--- config.mk ---
export PLATFORM = sky130hd
export DESIGN_NAME = ssl_scan_2digit
export DESIGN_NICKNAME = d
export VERILOG_FILES = /design/src/rtl/ssl_scan_pkg.sv /design/src/rtl/ssl_scan_2digit_slot_timer.sv /design/src/rtl/ssl_scan_2digit.sv
export SDC_FILE = /design/constraint.sdc
export NUM_CORES = 1
export LEC_CHECK = 0
export ABC_CLOCK_PERIOD_IN_PS = 3940
export CAP_MARGIN = 20
export CORE_MARGIN = 2
export CORE_UTILIZATION = 57
export CTS_BUF_LIST = sky130_fd_sc_hd__clkbuf_16
export DETAILED_ROUTE_END_ITERATION = 10
export PLACE_DENSITY = 0.85
export SYNTH_ARGS = -nofsm -noshare
export SYNTH_HDL_FRONTEND = slang
export SYNTH_SLANG_ARGS = --single-unit
--- constraint.sdc ---
create_clock -name clock -period 3.94 [get_ports clock]
set_input_delay 0.394 -clock clock [delete_from_list [all_inputs] [get_ports clock]]
set_output_delay 0.394 -clock clock [all_outputs]
set_load 0.02 [all_outputs]
--- src/rtl/ssl_scan_pkg.sv ---
// Shared types and helpers for the two-digit multiplexed 7-segment scanner.
package ssl_scan_pkg;

    typedef enum logic [1:0] {S_BLANK0, S_SHOW0, S_BLANK1, S_SHOW1} scan_state_t;

    localparam logic [6:0] SEG_OFF = '0;

    // Slot-counter width: enough bits to reach max(scan, blank) - 1, never zero.
    function automatic int cnt_width(input int scan, input int blank);
        int m;
        int w;
        m = (scan > blank) ? scan : blank;
        w = $clog2(m);
        return (w < 1) ? 1 : w;
    endfunction

endpackage

--- src/rtl/ssl_scan_2digit_slot_timer.sv ---
// Terminal counter for one display slot; the length is reloaded on every slot boundary.
module slot_timer #(
    parameter int            CW      = 1,
    parameter int            LW      = CW + 1,
    parameter logic [LW-1:0] RST_LEN = LW'(1)
) (
    input  logic          clock,
    input  logic          reset,
    input  logic          load_len,
    input  logic [LW-1:0] len,
    output logic          last
);

    logic [CW-1:0] cnt_q;
    logic [LW-1:0] len_q;

    // NOTE: sequential state uses non-blocking assignments so every flop samples pre-edge values.
    always_ff @(posedge clock) begin
        if (reset) begin
            cnt_q <= '0;
            len_q <= RST_LEN;
        end else if (load_len) begin
            cnt_q <= '0;
            len_q <= len;
        end else begin
            cnt_q <= cnt_q + CW'(1);
        end
    end

    assign last = ({1'b0, cnt_q} == (len_q - LW'(1)));

endmodule

--- src/rtl/ssl_scan_2digit.sv ---
// Two-digit common-bus 7-segment scanner: blank, show ones, blank, show tens, with
// patterns latched at each blank exit and all pin outputs driven straight from flops.
module ssl_scan_2digit
    import ssl_scan_pkg::*;
#(
    parameter int SCAN_CYCLES    = 1000,
    parameter int BLANK_CYCLES   = 16,
    parameter bit SEG_ACTIVE_LOW = 1'b0,
    parameter bit DIG_ACTIVE_LOW = 1'b0
) (
    input  logic       clock,
    input  logic       reset,
    input  logic [6:0] ssl1,
    input  logic [6:0] ssl0,
    output logic [6:0] seg,
    output logic [1:0] dig,
    output logic       frame_done
);

    if (SCAN_CYCLES < 1 || BLANK_CYCLES < 1) begin : g_param_check
        $error("ssl_scan_2digit: SCAN_CYCLES and BLANK_CYCLES must both be >= 1");
    end

    localparam int            CW        = cnt_width(SCAN_CYCLES, BLANK_CYCLES);
    localparam int            LW        = CW + 1;
    localparam logic [LW-1:0] SCAN_LEN  = LW'(SCAN_CYCLES);
    localparam logic [LW-1:0] BLANK_LEN = LW'(BLANK_CYCLES);
    localparam logic [6:0]    SEG_POL   = {7{SEG_ACTIVE_LOW}};
    localparam logic [1:0]    DIG_POL   = {2{DIG_ACTIVE_LOW}};

    scan_state_t   state_q;
    logic [6:0]    pat_q;
    logic [6:0]    seg_q;
    logic [1:0]    dig_q;
    logic          frame_q;
    logic          slot_last;
    logic [LW-1:0] len_d;

    // Length of the slot that starts when the current one ends.
    assign len_d = (state_q == S_BLANK0 || state_q == S_BLANK1) ? SCAN_LEN : BLANK_LEN;

    slot_timer #(
        .CW      (CW),
        .LW      (LW),
        .RST_LEN (BLANK_LEN)
    ) u_slot_timer (
        .clock    (clock),
        .reset    (reset),
        .load_len (slot_last),
        .len      (len_d),
        .last     (slot_last)
    );

    always_ff @(posedge clock) begin
        if (reset) begin
            state_q <= S_BLANK0;
            pat_q   <= SEG_OFF;
            seg_q   <= SEG_OFF ^ SEG_POL;
            dig_q   <= 2'b00 ^ DIG_POL;
            frame_q <= 1'b0;
        end else begin
            frame_q <= 1'b0;
            // Mid-slot the bus simply re-drives the latched pattern (or off while blanking).
            seg_q   <= (state_q == S_SHOW0 || state_q == S_SHOW1) ? (pat_q ^ SEG_POL)
                                                                    : (SEG_OFF ^ SEG_POL);
            if (slot_last) begin
                case (state_q)
                    S_BLANK0: begin
                        state_q <= S_SHOW0;
                        pat_q   <= ssl0;
                        seg_q   <= ssl0 ^ SEG_POL;
                        dig_q   <= 2'b01 ^ DIG_POL;
                    end
                    S_SHOW0: begin
                        state_q <= S_BLANK1;
                        seg_q   <= SEG_OFF ^ SEG_POL;
                        dig_q   <= 2'b00 ^ DIG_POL;
                    end
                    S_BLANK1: begin
                        state_q <= S_SHOW1;
                        pat_q   <= ssl1;
                        seg_q   <= ssl1 ^ SEG_POL;
                        dig_q   <= 2'b10 ^ DIG_POL;
                    end
                    S_SHOW1: begin
                        state_q <= S_BLANK0;
                        seg_q   <= SEG_OFF ^ SEG_POL;
                        dig_q   <= 2'b00 ^ DIG_POL;
                        frame_q <= 1'b1;
                    end
                endcase
            end
        end
    end

    assign seg        = seg_q;
    assign dig        = dig_q;
    assign frame_done = frame_q;

endmodule

* Word-level counts from Yosys, hierarchy flattened
Index checks and enable logic that the tools add are counted.
** Cells by class
- Add/subtract/negate cells :: 2
- Equal/unequal tests :: 4
- Mux-type cells :: 8
- Bitwise gates (word level) :: 1
- Reductions and logical operators :: 8
** Operator list (number)
- case mux 7 bit (3 select lines) :: 1
- two-way mux 7 bit :: 2
- case mux 7 bit (2 select lines) :: 1
- == test 10 x 11 -> 1 bit :: 1
- subtractor 11 x 1 -> 11 bit, second input constant :: 1
- adder 10 x 1 -> 10 bit, second input constant :: 1
- two-way mux 10 bit :: 1
- case mux 2 bit (4 select lines) :: 1
- case mux 2 bit (3 select lines) :: 1
- OR reduction 2 bit :: 3
- == test 2 bit, second input constant :: 2
- == test 2 x 1 -> 1 bit, second input constant :: 1
- logical NOT 2 bit :: 1
- logical OR 1 bit :: 2
- AND reduction 2 bit :: 1
- nonzero test 2 bit :: 1
- two-way mux 1 bit :: 1
- inverter 1 bit :: 1
** Word-level totals
- Bits in registers :: 40
- Input port bits :: 16
- Output and inout port bits :: 10
- Logic and storage cells :: 30

* Longest topological paths before layout
- Depth after elaboration :: 4
- Mapped depth :: 8

* By module
A second synthesis with hierarchy kept.
** Second synthesis, totals
- Cell total of the unflattened synthesis :: 227
- Area, all modules :: 2107.0 um2
** Modules (own cells, without submodules)
- slot_timer :: instances 1, cells an instance 126, area each 1106.1 um2, seq. area each 420.4 um2
- ssl_scan_2digit :: instances 1, cells an instance 101, area each 1001.0 um2, seq. area each 380.4 um2

* Least setup slack after synthesis
Ideal clock, no wire load.
- Path type :: flip-flop to flip-flop
- From :: register u_slot_timer.len_q[8]
- To :: register u_slot_timer.cnt_q[2]
- Library setup time :: 0.132 ns
- Data arrival time :: 1.787 ns
- Data required time :: 3.808 ns
- Path slack :: 2.021 ns
- Cell stages (with the launch flop) :: 8
- Period minus slack after synthesis :: 1.919 ns
- Cell sequence :: dfxtp_1 inv_1 ha_1 or3b_4 a2111o_1 nor2_4 buf_6 nor3_1
** Between the ends
- Longest elaborated chain between the ends :: 3
** Ends and longest elaborated chain
- from (decl) :: line ssl_scan_2digit_slot_timer.sv:15 : logic [LW-1:0] len_q;
- from (signal assigned) :: line ssl_scan_2digit_slot_timer.sv:24 : len_q <= len;
- subtractor 11 x 1 -> 11 bit :: line ssl_scan_2digit_slot_timer.sv:30 : assign last = ({1'b0, cnt_q} == (len_q - LW'(1)));
- == test 10 x 11 -> 1 bit :: line ssl_scan_2digit_slot_timer.sv:30
- OR reduction 2 bit (no line)
- to (signal assigned) :: line ssl_scan_2digit_slot_timer.sv:26 : cnt_q <= cnt_q + CW'(1);
- to (decl) :: line ssl_scan_2digit_slot_timer.sv:14 : logic [CW-1:0] cnt_q;
No other way between the ends.
A chain may end at the register's enable or synchronous reset.

* Worst setup path in the final report
- From :: register u_slot_timer.len_q[8]
- To :: register u_slot_timer.len_q[4]
** Between the ends
- Longest elaborated chain between the ends :: 2
** Ends and longest elaborated chain (line)
- subtractor 11 x 1 -> 11 bit :: ssl_scan_2digit_slot_timer.sv:30
- == test 10 x 11 -> 1 bit :: ssl_scan_2digit_slot_timer.sv:30
No other way between the ends.

==> summary.md <==
| Metric | Value |
|---|---|
| First-pass GRT wire length | `6420 um` |
| First-pass DRT Iterations | `4` |
| Final Setup Violations | `0` |
| Top cell type's share of synthesized area | `37.1%` |
| Combinational Power Share | `5.7%` |
| Routed via count | `1399` |
| Vias in the first global route | `1411` |
| Layout area overhead | `23.9%` |
| Worst-path fanout max | `12` |
| Startpoint types | `register` |
| Slew at the pin closest to its max-slew limit | `831 ps` |
| Routed len/inst | `16.4 um` |
| Max-Cap Viols | `0` |
| CTS HTree Levels | `2` |
| Maximum vdd drop | `0.404 mV` |
| TritonCTS clock tree | `done` |
| Cts repair resizes | `0` |
| Drt drc | `0` |
| Layout cells sized above 1 | `8.74%` |
| Die X | `58.2 um` |
| Status | `completed` |
| Synthesized area | `1670 um2` |
| CP max-delay cell | `a2111oi_4` |
| Placed cell count | `228` |
| Filler instances | `216` |
| Worst-path clk slew | `50 ps` |
| Seq/Total Area, Yosys | `37.1%` |
| Pint | `568 uW` |
| Cts bufs inserted | `5` |
| Pin count of the biggest net entering global routing | `39` |
| # Post-CTS Setup Buffers | `0` |
| Unrepaired setup endpoints after global routing | `false` |
| WP data required | `4110 ps` |
| Nets | `231` |
| Critical path's largest stage delay | `750 ps` |
| Yosys Warn Count | `0` |
| Pwr Density | `347 nW/um2` |
| Final Max Tran Viols | `0` |
| Die Area | `3380 um2` |
| Synth Area in Compound Gates | `13.6%` |
| Xor and xnor area share after synthesis | `5.24%` |
| Clock skew | `4.59 ps` |
| Synthesized Nets | `207` |
| Hold Buf Count CTS | `0` |
| Fin crit period | `2510 ps` |
| Ant diodes | `0` |
| GRT Residual Overflow | `0` |
| CTS Sinks | `31` |
| Fin. Hold Viols | `0` |
| Synth unique cells | `34` |
| Top delay family on crit path | `compound AO/OA/AOI/OAI gates` |
| Final Wtd Congestion | `0.742` |
| Crit path arrival time | `2680 ps` |
| Vias per inst | `5.90` |
| Area leader, netlist | `dfxtp_1` |
| PortBufs | `25` |
| Core Region | `2780 um2` |
| Final period util | `63.8%` |
| Worst hold path type | `register to register` |
| Count of antenna-violating nets left after detailed routing | `0` |
| Worst-skew pair later-pin latency | `280 ps` |
| Commonest non-fill, non-tap cell in the layout | `dfxtp_1` |
| Post-route insts no fill | `237` |
| Max transition margin | `44.6%` |
| Top cells by area, synth | `dfxtp_1, mux2i_1, ha_1` |
| Multiplexer area fraction after synthesis | `8.38%` |
| Synth Instances | `181` |
| Final WL | `3880 um` |
| Setup WS post-layout | `1430 ps` |
| Post-synthesis simple-gate area fraction | `24.3%` |
| Synthesized area per cell | `9.24 um2` |
| Main combinational cell family by area after synthesis | `simple AND/OR/NAND/NOR gates` |
| Overall Global Routing Usage | `25.7%` |
| Critical Path End Type | `register` |
| Ports | `26` |
| Root buf cell | `clkbuf_16` |
| Register bit total from synthesis | `31` |
| Die height | `58.2 um` |
| Leak | `0.757 nW` |
| DPL Wire Length | `2610 um` |
| Setup WS pre-CTS | `1480 ps` |
| WS Path Type | `register to register` |
| Part of the power in registers | `44.6%` |
| WP buf/inv | `1` |
| Initial DRC count | `46` |
| P_sw | `150 uW` |
| Most frequent cells in the layout | `dfxtp_1, clkdlybuf4s50_1, mux2i_1` |
| Clock Tree Buf Depth | `2` |
| Starting Density | `60.1%` |
| Setup_tns | `0 ps` |
| Sw Share | `20.9%` |
| Initial antenna violation count | `0` |
| Sequence of cells on the critical path | `inv_1, ha_1, or3b_4, a2111oi_4, o2111ai_4, a21o_1` |
| F_max | `0.398 GHz` |
| FP Rows | `19` |
| Clock power frac | `49.7%` |
| Synth Area in Adders | `7.49%` |
## path summary, 6_finish.rpt
kind	depth (start not counted)	slack (ps)	endpoint	startpoint
setup / recovery	6	1430	u_slot_timer.len_q[4]$_SDFFE_PP1N_	u_slot_timer.len_q[8]$_SDFFE_PP0N_
hold / removal	2	500	pat_q[4]$_SDFFE_PP0P_	pat_q[4]$_SDFFE_PP0P_
setup reg to reg	6	1430	u_slot_timer.len_q[4]$_SDFFE_PP1N_	u_slot_timer.len_q[8]$_SDFFE_PP0N_
hold reg to reg	2	500	pat_q[4]$_SDFFE_PP0P_	pat_q[4]$_SDFFE_PP0P_
## state kept, by name, summed over array words and instances (netlist names)
register / count
frame_done: 1
state_q: 2
u_slot_timer.cnt_q: 10
u_slot_timer.len_q: 2
dig: 2
seg: 7
pat_q: 7
## cell type report
| type | instances | area, um2 | share of cell area, % |
|---|---|---|---|
| Timing Repair Buffer | 27 | 273 | 13.2 |
| Multi-Input combinational cell | 136 | 987 | 47.7 |
| Inverter | 4 | 15.0 | 0.725 |
| Clock inverter | 3 | 11.3 | 0.544 |
| Sequential cell | 31 | 621 | 30.0 |
| Clock buffer | 5 | 125 | 6.04 |
| Tap cell | 31 | 38.8 | 1.87 |
## worst register-to-register path, stage by stage, from the launching register on
cell and delay, ps:
dfxtp_1 320, inv_1 120, ha_1 170, or3b_4 400, a2111oi_4 760, o2111ai_4 390
a21o_1 250
## stage by stage
step | power, mW | instance area, um2 | utilization [%] | hold WS [ps]
3_3_place_gp | 0.364 | 1910 | 68.7 | 466
4_1_cts | 0.718 | 2060 | 73.9 | 496
3_5_place_dp | 0.365 | 1920 | 69.0 | 490
6_report | 0.718 | 2070 | 74.4 | 497
5_1_grt | 0.738 | 2070 | 74.4 | 516
2_1_floorplan | 0.345 | 1670 | - | 457
## cells in the mapped netlist, drive strengths merged
| library cell | instances |
|---|---|
| ha | 10 |
| o21ai | 5 |
| nor3b | 1 |
| nand3 | 13 |
| nand4 | 1 |
| nor4 | 1 |
| or3b | 1 |
| a21boi | 1 |
| o2111ai | 1 |
| nand2 | 13 |
| nor4b | 1 |
| a21bo | 1 |
| or4b | 1 |
| nand4b | 1 |
| a2111oi | 1 |
| or2 | 7 |
| a2111o | 1 |
| dfxtp | 31 |
| mux2i | 14 |
| xor2 | 3 |
| nor2 | 5 |
| clkbuf | 5 |
| inv | 4 |
| xnor2 | 7 |
| buf | 5 |
| a21oi | 12 |
| nand2b | 7 |
| a21o | 1 |
| o31ai | 7 |
| nor3 | 12 |
| nand3b | 8 |
## metal layers
metal  vias up  part of all wire, %  track usage, %
li1        691                    -               -
met1       670                   41            28.0
met2        29                   53            46.4
met3         9                  3.5            5.80
met4         0                  1.8            12.6
met5         -                    0               0
## power groups by stage
stage | sequential, mW | combinational [mW] | clock, mW
finish | 0.320 | 0.0412 | 0.357
global route | 0.320 | 0.0455 | 0.372
CTS | 0.320 | 0.0395 | 0.359
detailed placement | 0.326 | 0.0390 | 0
global placement | 0.326 | 0.0375 | 0
floorplan | 0.325 | 0.0191 | 0
## kinds of logic after synthesis
group                    Yosys count
adder cells (fa/ha/maj)           10
flip-flops                        31
AND/OR/NAND/NOR                   72
buffers and inverters             14
XOR/XNOR                          10
AO/OA/AOI/OAI                     30
multiplexers                      14
(Power assumes the default switching activity.)
